`config.mk`:
```
export PLATFORM = sky130hd
export DESIGN_NAME = lfsr_keystream_sched
export DESIGN_NICKNAME = d
export VERILOG_FILES = /design/src/rtl/lfsr_cipher_pkg.sv /design/src/rtl/lfsr_keystream_sched_arb.sv /design/src/rtl/lfsr_keystream_sched.sv
export SDC_FILE = /design/constraint.sdc
export NUM_CORES = 1
export LEC_CHECK = 0
export ABC_CLOCK_PERIOD_IN_PS = 5300
export BUFFER_PORTS_ARGS = -buffer_cell sky130_fd_sc_hd__buf_2
export CAP_MARGIN = 25
export CELL_PAD_IN_SITES_DETAIL_PLACEMENT = 1
export CELL_PAD_IN_SITES_GLOBAL_PLACEMENT = 1
export CORE_ASPECT_RATIO = 2
export CORE_MARGIN = 2
export CORE_UTILIZATION = 35
export CTS_BUF_LIST = sky130_fd_sc_hd__clkbuf_8 sky130_fd_sc_hd__clkbuf_16
export DETAILED_ROUTE_END_ITERATION = 7
export PLACE_DENSITY_LB_ADDON = 0.1
export SKIP_LAST_GASP = 1
export SYNTH_ARGS = -nofsm -noshare
export SYNTH_HDL_FRONTEND = slang
export SYNTH_SLANG_ARGS = --single-unit
```
`constraint.sdc`:
```
create_clock -name clk -period 5.3 [get_ports clk]
set_input_delay 1.325 -clock clk [delete_from_list [all_inputs] [get_ports clk]]
set_output_delay 1.325 -clock clk [all_outputs]
set_load 0.005 [all_outputs]
```
`src/rtl/lfsr_cipher_pkg.sv`:
```
// Shared types and LFSR helper for the 8-bit LFSR stream cipher blocks.
package lfsr_cipher_pkg;
  localparam int LFSR_W = 8;
  // Feedback taps at bits 7, 6, 5 and 0
  localparam logic [LFSR_W-1:0] LFSR_TAPS = 8'hE1;

  typedef enum logic [1:0] {
    ST_RUN    = 2'd0,
    ST_LOAD   = 2'd1,
    ST_WARMUP = 2'd2
  } state_e;

  function automatic logic [LFSR_W-1:0] lfsr_next(input logic [LFSR_W-1:0] q);
    return {q[LFSR_W-2:0], ^(q & LFSR_TAPS)};
  endfunction
endpackage

```
`src/rtl/lfsr_keystream_sched_arb.sv`:
```
// Two-way round-robin arbiter: one-hot grant; the pointer moves away from each winner.
module lfsr_rr_arb2
  import lfsr_cipher_pkg::*;
(
  input  logic       clk,
  input  logic       rst_n,
  input  logic [1:0] i_valid,
  input  logic       i_en,
  output logic [1:0] o_grant
);
  logic r_rr;

  always_comb begin
    o_grant = 2'b00;
    if (i_en) begin
      unique case (i_valid)
        2'b01:   o_grant = 2'b01;
        2'b10:   o_grant = 2'b10;
        2'b11:   o_grant = r_rr ? 2'b10 : 2'b01;
        default: o_grant = 2'b00;
      endcase
    end
  end

  // o_grant[1] is the granted index; point at the other channel next time
  always_ff @(posedge clk or negedge rst_n) begin
    if (!rst_n)        r_rr <= 1'b0;
    else if (|o_grant) r_rr <= ~o_grant[1];
  end
endmodule

```
`src/rtl/lfsr_keystream_sched.sv`:
```
// Keystream scheduler: two requesters share one LFSR, with seed load and warm-up sequencing.
module lfsr_keystream_sched
  import lfsr_cipher_pkg::*;
#(
  parameter int unsigned        WARMUP_STEPS = 8,
  parameter logic [LFSR_W-1:0]  RESET_SEED   = 8'h41
) (
  input  logic              clk,
  input  logic              rst_n,
  input  logic              seed_valid,
  input  logic [LFSR_W-1:0] seed_data,
  output logic              seed_ready,
  input  logic              req0_valid,
  input  logic [LFSR_W-1:0] req0_data,
  output logic              req0_ready,
  input  logic              req1_valid,
  input  logic [LFSR_W-1:0] req1_data,
  output logic              req1_ready,
  output logic              out_valid,
  output logic [LFSR_W-1:0] out_data,
  output logic              out_src,
  input  logic              out_ready,
  output logic              busy
);
  localparam logic [7:0] WU_INIT = 8'((WARMUP_STEPS == 0) ? 0 : WARMUP_STEPS - 1);

  state_e            r_state;
  logic [LFSR_W-1:0] r_lfsr, r_seed, r_out_data;
  logic [7:0]        r_cnt;
  logic              r_out_valid, r_out_src, r_live;
  logic              w_slot_free, w_seed_acc, w_arb_en, w_fire, w_gidx;
  logic [1:0]        w_grant;
  logic [LFSR_W-1:0] w_gdata;

  // r_live keeps every ready low until the first edge after reset
  assign w_slot_free = !r_out_valid || out_ready;
  assign seed_ready  = r_live && (r_state == ST_RUN) && !r_out_valid;
  assign w_seed_acc  = seed_valid && seed_ready;
  assign w_arb_en    = r_live && (r_state == ST_RUN) && w_slot_free && !w_seed_acc;

  lfsr_rr_arb2 u_arb (
    .clk     (clk),
    .rst_n   (rst_n),
    .i_valid ({req1_valid, req0_valid}),
    .i_en    (w_arb_en),
    .o_grant (w_grant)
  );

  assign req0_ready = w_grant[0];
  assign req1_ready = w_grant[1];
  assign w_fire     = |w_grant;
  assign w_gidx     = w_grant[1];
  assign w_gdata    = w_gidx ? req1_data : req0_data;

  always_ff @(posedge clk or negedge rst_n) begin
    if (!rst_n) begin
      r_state <= ST_RUN;
      r_lfsr  <= RESET_SEED;
      r_seed  <= '0;
      r_cnt   <= '0;
      r_live  <= 1'b0;
    end else begin
      r_live <= 1'b1;
      unique case (r_state)
        ST_RUN: begin
          if (w_seed_acc) begin
            r_seed  <= seed_data;
            r_state <= ST_LOAD;
          end else if (w_fire) begin
            r_lfsr <= lfsr_next(r_lfsr);
          end
        end
        ST_LOAD: begin
          r_lfsr  <= (r_seed == '0) ? RESET_SEED : r_seed;
          r_cnt   <= WU_INIT;
          r_state <= (WARMUP_STEPS > 0) ? ST_WARMUP : ST_RUN;
        end
        ST_WARMUP: begin
          // Counter reads 0 on the last stepping cycle
          r_lfsr <= lfsr_next(r_lfsr);
          if (r_cnt == 8'd0) r_state <= ST_RUN;
          else               r_cnt   <= r_cnt - 8'd1;
        end
        default: r_state <= ST_RUN;
      endcase
    end
  end

  always_ff @(posedge clk or negedge rst_n) begin
    if (!rst_n) begin
      r_out_valid <= 1'b0;
      r_out_data  <= '0;
      r_out_src   <= 1'b0;
    end else if (w_slot_free) begin
      r_out_valid <= w_fire;
      if (w_fire) begin
        r_out_data <= w_gdata ^ r_lfsr;
        r_out_src  <= w_gidx;
      end
    end
  end

  assign out_valid = r_out_valid;
  assign out_data  = r_out_data;
  assign out_src   = r_out_src;
  assign busy      = (r_state != ST_RUN);
endmodule

```
==> flow_metrics.py <==
metrics = {
    "timing": {
        "layout_worst_path_cycle_share_pct": 66.0,
        "final.setup.tns_ps": 0,
        "relSlewSlack_pct": 40.8,
        "worst-slew-pin-transition_ps": 888,
        "finClkSkew_ps": 4.20,
        "layout_min_cycle_time_ps": 3500,
        "grt_setup_unrepaired": "false",
        "finalMaxSlewViolations": 0,
        "clock.fmax_ghz": 0.286,
        "final_number_of_hold_violating_endpoints": 0,
        "setup_viol_count_final": 0,
    },
    "global_route": {
        "grt_remaining_overflow": 0,
        "grt_antenna_before_repair": 0,
        "grt_start_max_net_pins": 39,
        "first_global_vias": 1745,
        "grt_pass1_wl_mm": 8.73,
        "grtUsageTotal_pct": 18.5,
    },
    "finish": {
        "mostFrequentLayoutCells": "sky130_fd_sc_hd__buf_2, sky130_fd_sc_hd__dfrtp_1, sky130_fd_sc_hd__nand2_1",
        "post_route_cells_drive_above_1_share_pct": 28.5,
        "mostFrequentLayoutCell": "sky130_fd_sc_hd__buf_2",
        "syn_to_layout_area_delta_pct": 19.4,
        "finish.net_count": 273,
        "final_core_utilization_pct": 43.4,
        "antennaDiodeCount": 0,
        "fill_cells": 660,
        "stdcell_area_um2": 2350,
    },
    "floorplan": {
        "die_width_um": 57.1,
        "design.core.area_um2": 5420,
        "placement_rows": 38,
        "design.die.area_um2": 6280,
        "initial_utilization_pct": 36.4,
        "die_h_um": 110,
        "top_level_ports": 44,
    },
    "synth": {
        "ys_seq_elements": 38,
        "yosys_warnings": 0,
        "synthCells": 196,
        "synth-edff-count": 0,
        "async_flop_share_pct": 100,
        "syn_nets": 228,
        "mappedNetlistArea_um2": 1970,
        "post_synth.cell_area_avg_um2": 10.1,
        "ys_dominant_reg_cell": "sky130_fd_sc_hd__dfrtp_1",
        "ys_seq_area_share_pct": 48.4,
        "netlist-cell-type-count": 39,
    },
    "clock_tree": {
        "cts_tree": "built",
        "maximum_level_of_the_cts_h_tree": 2,
        "clk_root_buffer_cell": "sky130_fd_sc_hd__clkbuf_8",
        "number_of_buffers_created_by_cts": 5,
        "post_cts.resized_instances": 0,
        "cts_hold_repair.buffers": 0,
        "clock_path_buffers": 2,
        "cts_setup_buffers": 0,
        "clock_transition_at_the_register_clock_pins_on_the_worst_setup_and_hold_paths_after_cts_ps": 80,
        "worstSkewPairLatency_ps": 290,
        "clock-sinks": 38,
    },
    "detailed_routing": {
        "met3WireLength_um": 156,
        "drtPass1Iterations": 4,
        "vias": 1641,
        "wl_met2_mm": 3.09,
        "drt.antenna.violating_nets": 0,
        "wirelength_met1_mm": 1.94,
        "finalWirelength_mm": 5.33,
        "avgRoutedWirePerCell_um": 17.6,
        "drt_iter0_markers": 28,
        "highest_metal_layer_used_by_the_detailed_router": "met4",
        "drc": 0,
        "avgViaCountPerCell": 5.43,
    },
    "status": {
        "outcome": "complete, no violations",
    },
    "critical_path": {
        "worst-endpoint-required_ps": 3970,
        "critPathTopFamily": "simple AND/OR/NAND/NOR gates",
        "setup.worst_path.class": "input pin to output pin",
        "worstPathMaxFanout": 4,
        "worst_setup_path_start_kind": "input pin",
        "worst_path_largest_cell_delay_ps": 220,
        "timing.critical_path.buf_inv": 2,
        "cp-end-kind": "output pin",
        "cp_data_arrival_time_ps": 2180,
        "path_cells": "buf_2, nand2b_1, and3_1, and3_1, buf_2",
        "cpMaxStageDelayCell": "sky130_fd_sc_hd__and3_1",
    },
    "pwr": {
        "worst_ir_drop_vdd_mv": 0.322,
        "power_density_nw_per_um2": 553,
        "p_leak_nw": 1.16,
    },
    "placed_design": {
        "gp_congestion": 0.762,
        "dpl-instance-area_um2": 2240,
        "buffer_ports.inserted": 43,
        "dp_hpwl_mm": 4.09,
    },
    "worst_hold_path": {
        "type_of_the_worst_min_delay_path": "flip-flop to flip-flop",
    },
    "job": {
        "maxCapViolCount": 0,
    },
}
## state kept, by name (all words and copies together), names as in the netlist
name / flops
r_state: 2
r_lfsr: 8
out_src: 1
r_cnt: 8
r_seed: 8
out_valid: 1
out_data: 8
u_arb.r_rr: 1
r_live: 1
## cells in the mapped netlist (2+ instances only)
master / n / share of area (%)
sky130_fd_sc_hd__o21ai_1: 2 / 0.51
sky130_fd_sc_hd__o22ai_1: 2 / 0.63
sky130_fd_sc_hd__and3_1: 11 / 3.5
sky130_fd_sc_hd__a21oi_1: 15 / 3.8
sky130_fd_sc_hd__nand2b_1: 4 / 1.3
sky130_fd_sc_hd__dfrtp_1: 36 / 46
sky130_fd_sc_hd__nand2_1: 17 / 3.2
sky130_fd_sc_hd__or4_1: 2 / 0.76
sky130_fd_sc_hd__ha_1: 2 / 1.3
sky130_fd_sc_hd__nor2_1: 7 / 1.3
sky130_fd_sc_hd__nand3_1: 10 / 2.5
sky130_fd_sc_hd__o31ai_1: 8 / 3.0
sky130_fd_sc_hd__a211oi_1: 2 / 0.76
sky130_fd_sc_hd__dfstp_2: 2 / 2.7
sky130_fd_sc_hd__inv_1: 14 / 2.7
sky130_fd_sc_hd__clkbuf_1: 4 / 0.76
sky130_fd_sc_hd__nor2b_1: 4 / 1.3
sky130_fd_sc_hd__o21ai_0: 8 / 2.0
sky130_fd_sc_hd__mux2i_1: 12 / 6.1
sky130_fd_sc_hd__mux2_2: 8 / 4.6
sky130_fd_sc_hd__xnor2_1: 3 / 1.3
sky130_fd_sc_hd__a31oi_1: 2 / 0.63
sky130_fd_sc_hd__buf_2: 2 / 0.51
sky130_fd_sc_hd__a21o_1: 2 / 0.76
sky130_fd_sc_hd__nor4_1: 2 / 0.63
sky130_fd_sc_hd__or2_2: 2 / 0.63
## per-layer routing
layer | global-route usage [%] | up-vias
met5 | 0 | -
met4 | 9.14 | 0
met3 | 3.03 | 8
met2 | 34.5 | 31
met1 | 19.6 | 819
li1 | - | 783
## worst reg2reg max path, delay by kind of cell, from the launching register on
family | cells | cell delay (ps)
DFF | 1 | 450
AOI/OAI and AO/OA | 1 | 490
and+or+nand+nor | 2 | 940
## path summary, 6_finish.rpt
path | start | end | slack, ps | cells after the start
min in group asynchronous | rst_n | r_cnt[3]$_DFFE_PN0P_ | 1140 | 1
hold / removal | out_data[1]$_DFFE_PN0P_ | out_data[1]$_DFFE_PN0P_ | 480 | 2
hold reg to reg | out_data[1]$_DFFE_PN0P_ | out_data[1]$_DFFE_PN0P_ | 480 | 2
setup / recovery | out_ready | req1_ready | 1800 | 5
max in group asynchronous | rst_n | out_data[2]$_DFFE_PN0P_ | 3590 | 1
setup reg to reg | r_state[0]$_DFFE_PN0P_ | out_data[6]$_DFFE_PN0P_ | 3320 | 3
## report_power, final
| group | total (mW) | internal (mW) | switching, mW |
|---|---|---|---|
| clock | 0.247 | 0.139 | 0.108 |
| sequential | 0.532 | 0.427 | 0.105 |
| combinational | 0.521 | 0.244 | 0.277 |
## metrics by stage
| step | hold WS, ps | std cells | total power, mW | setup slack [ps] |
|---|---|---|---|---|
| after global routing | 500 | 302 | 1.40 | 1780 |
| after global placement | 458 | 293 | 1.05 | 1800 |
| after CTS | 485 | 301 | 1.32 | 1780 |
| final | 479 | 302 | 1.30 | 1800 |
| after detailed placement | 466 | 293 | 1.07 | 1790 |
| after floorplan | 439 | 196 | 0.891 | 2140 |
## cell type report
class	instances	area (um2)	area share (%)
clock buffer	5	68.8	2.93
clock inverter	3	40.0	1.70
multi-input combinational	138	940	39.9
inverter	14	52.6	2.23
sequential	38	953	40.5
timing repair buffer	44	223	9.47
tap	60	75.1	3.19
## logic make-up (layout without fill, tap and decap cells)
logic type	count (synthesis)	count (layout)	share of synthesized area (%)
AOI/OAI and AO/OA	45	45	15.5
xor gates and xnor gates	4	4	1.78
adders and majority gates	2	2	1.27
buffers and inverters	20	66	3.94
DFF	38	38	48.4
muxes	20	20	10.7
other	1	1	0.190
and+or+nand+nor	66	66	18.3
No activity file was read; power rests on OpenSTA's default activity.
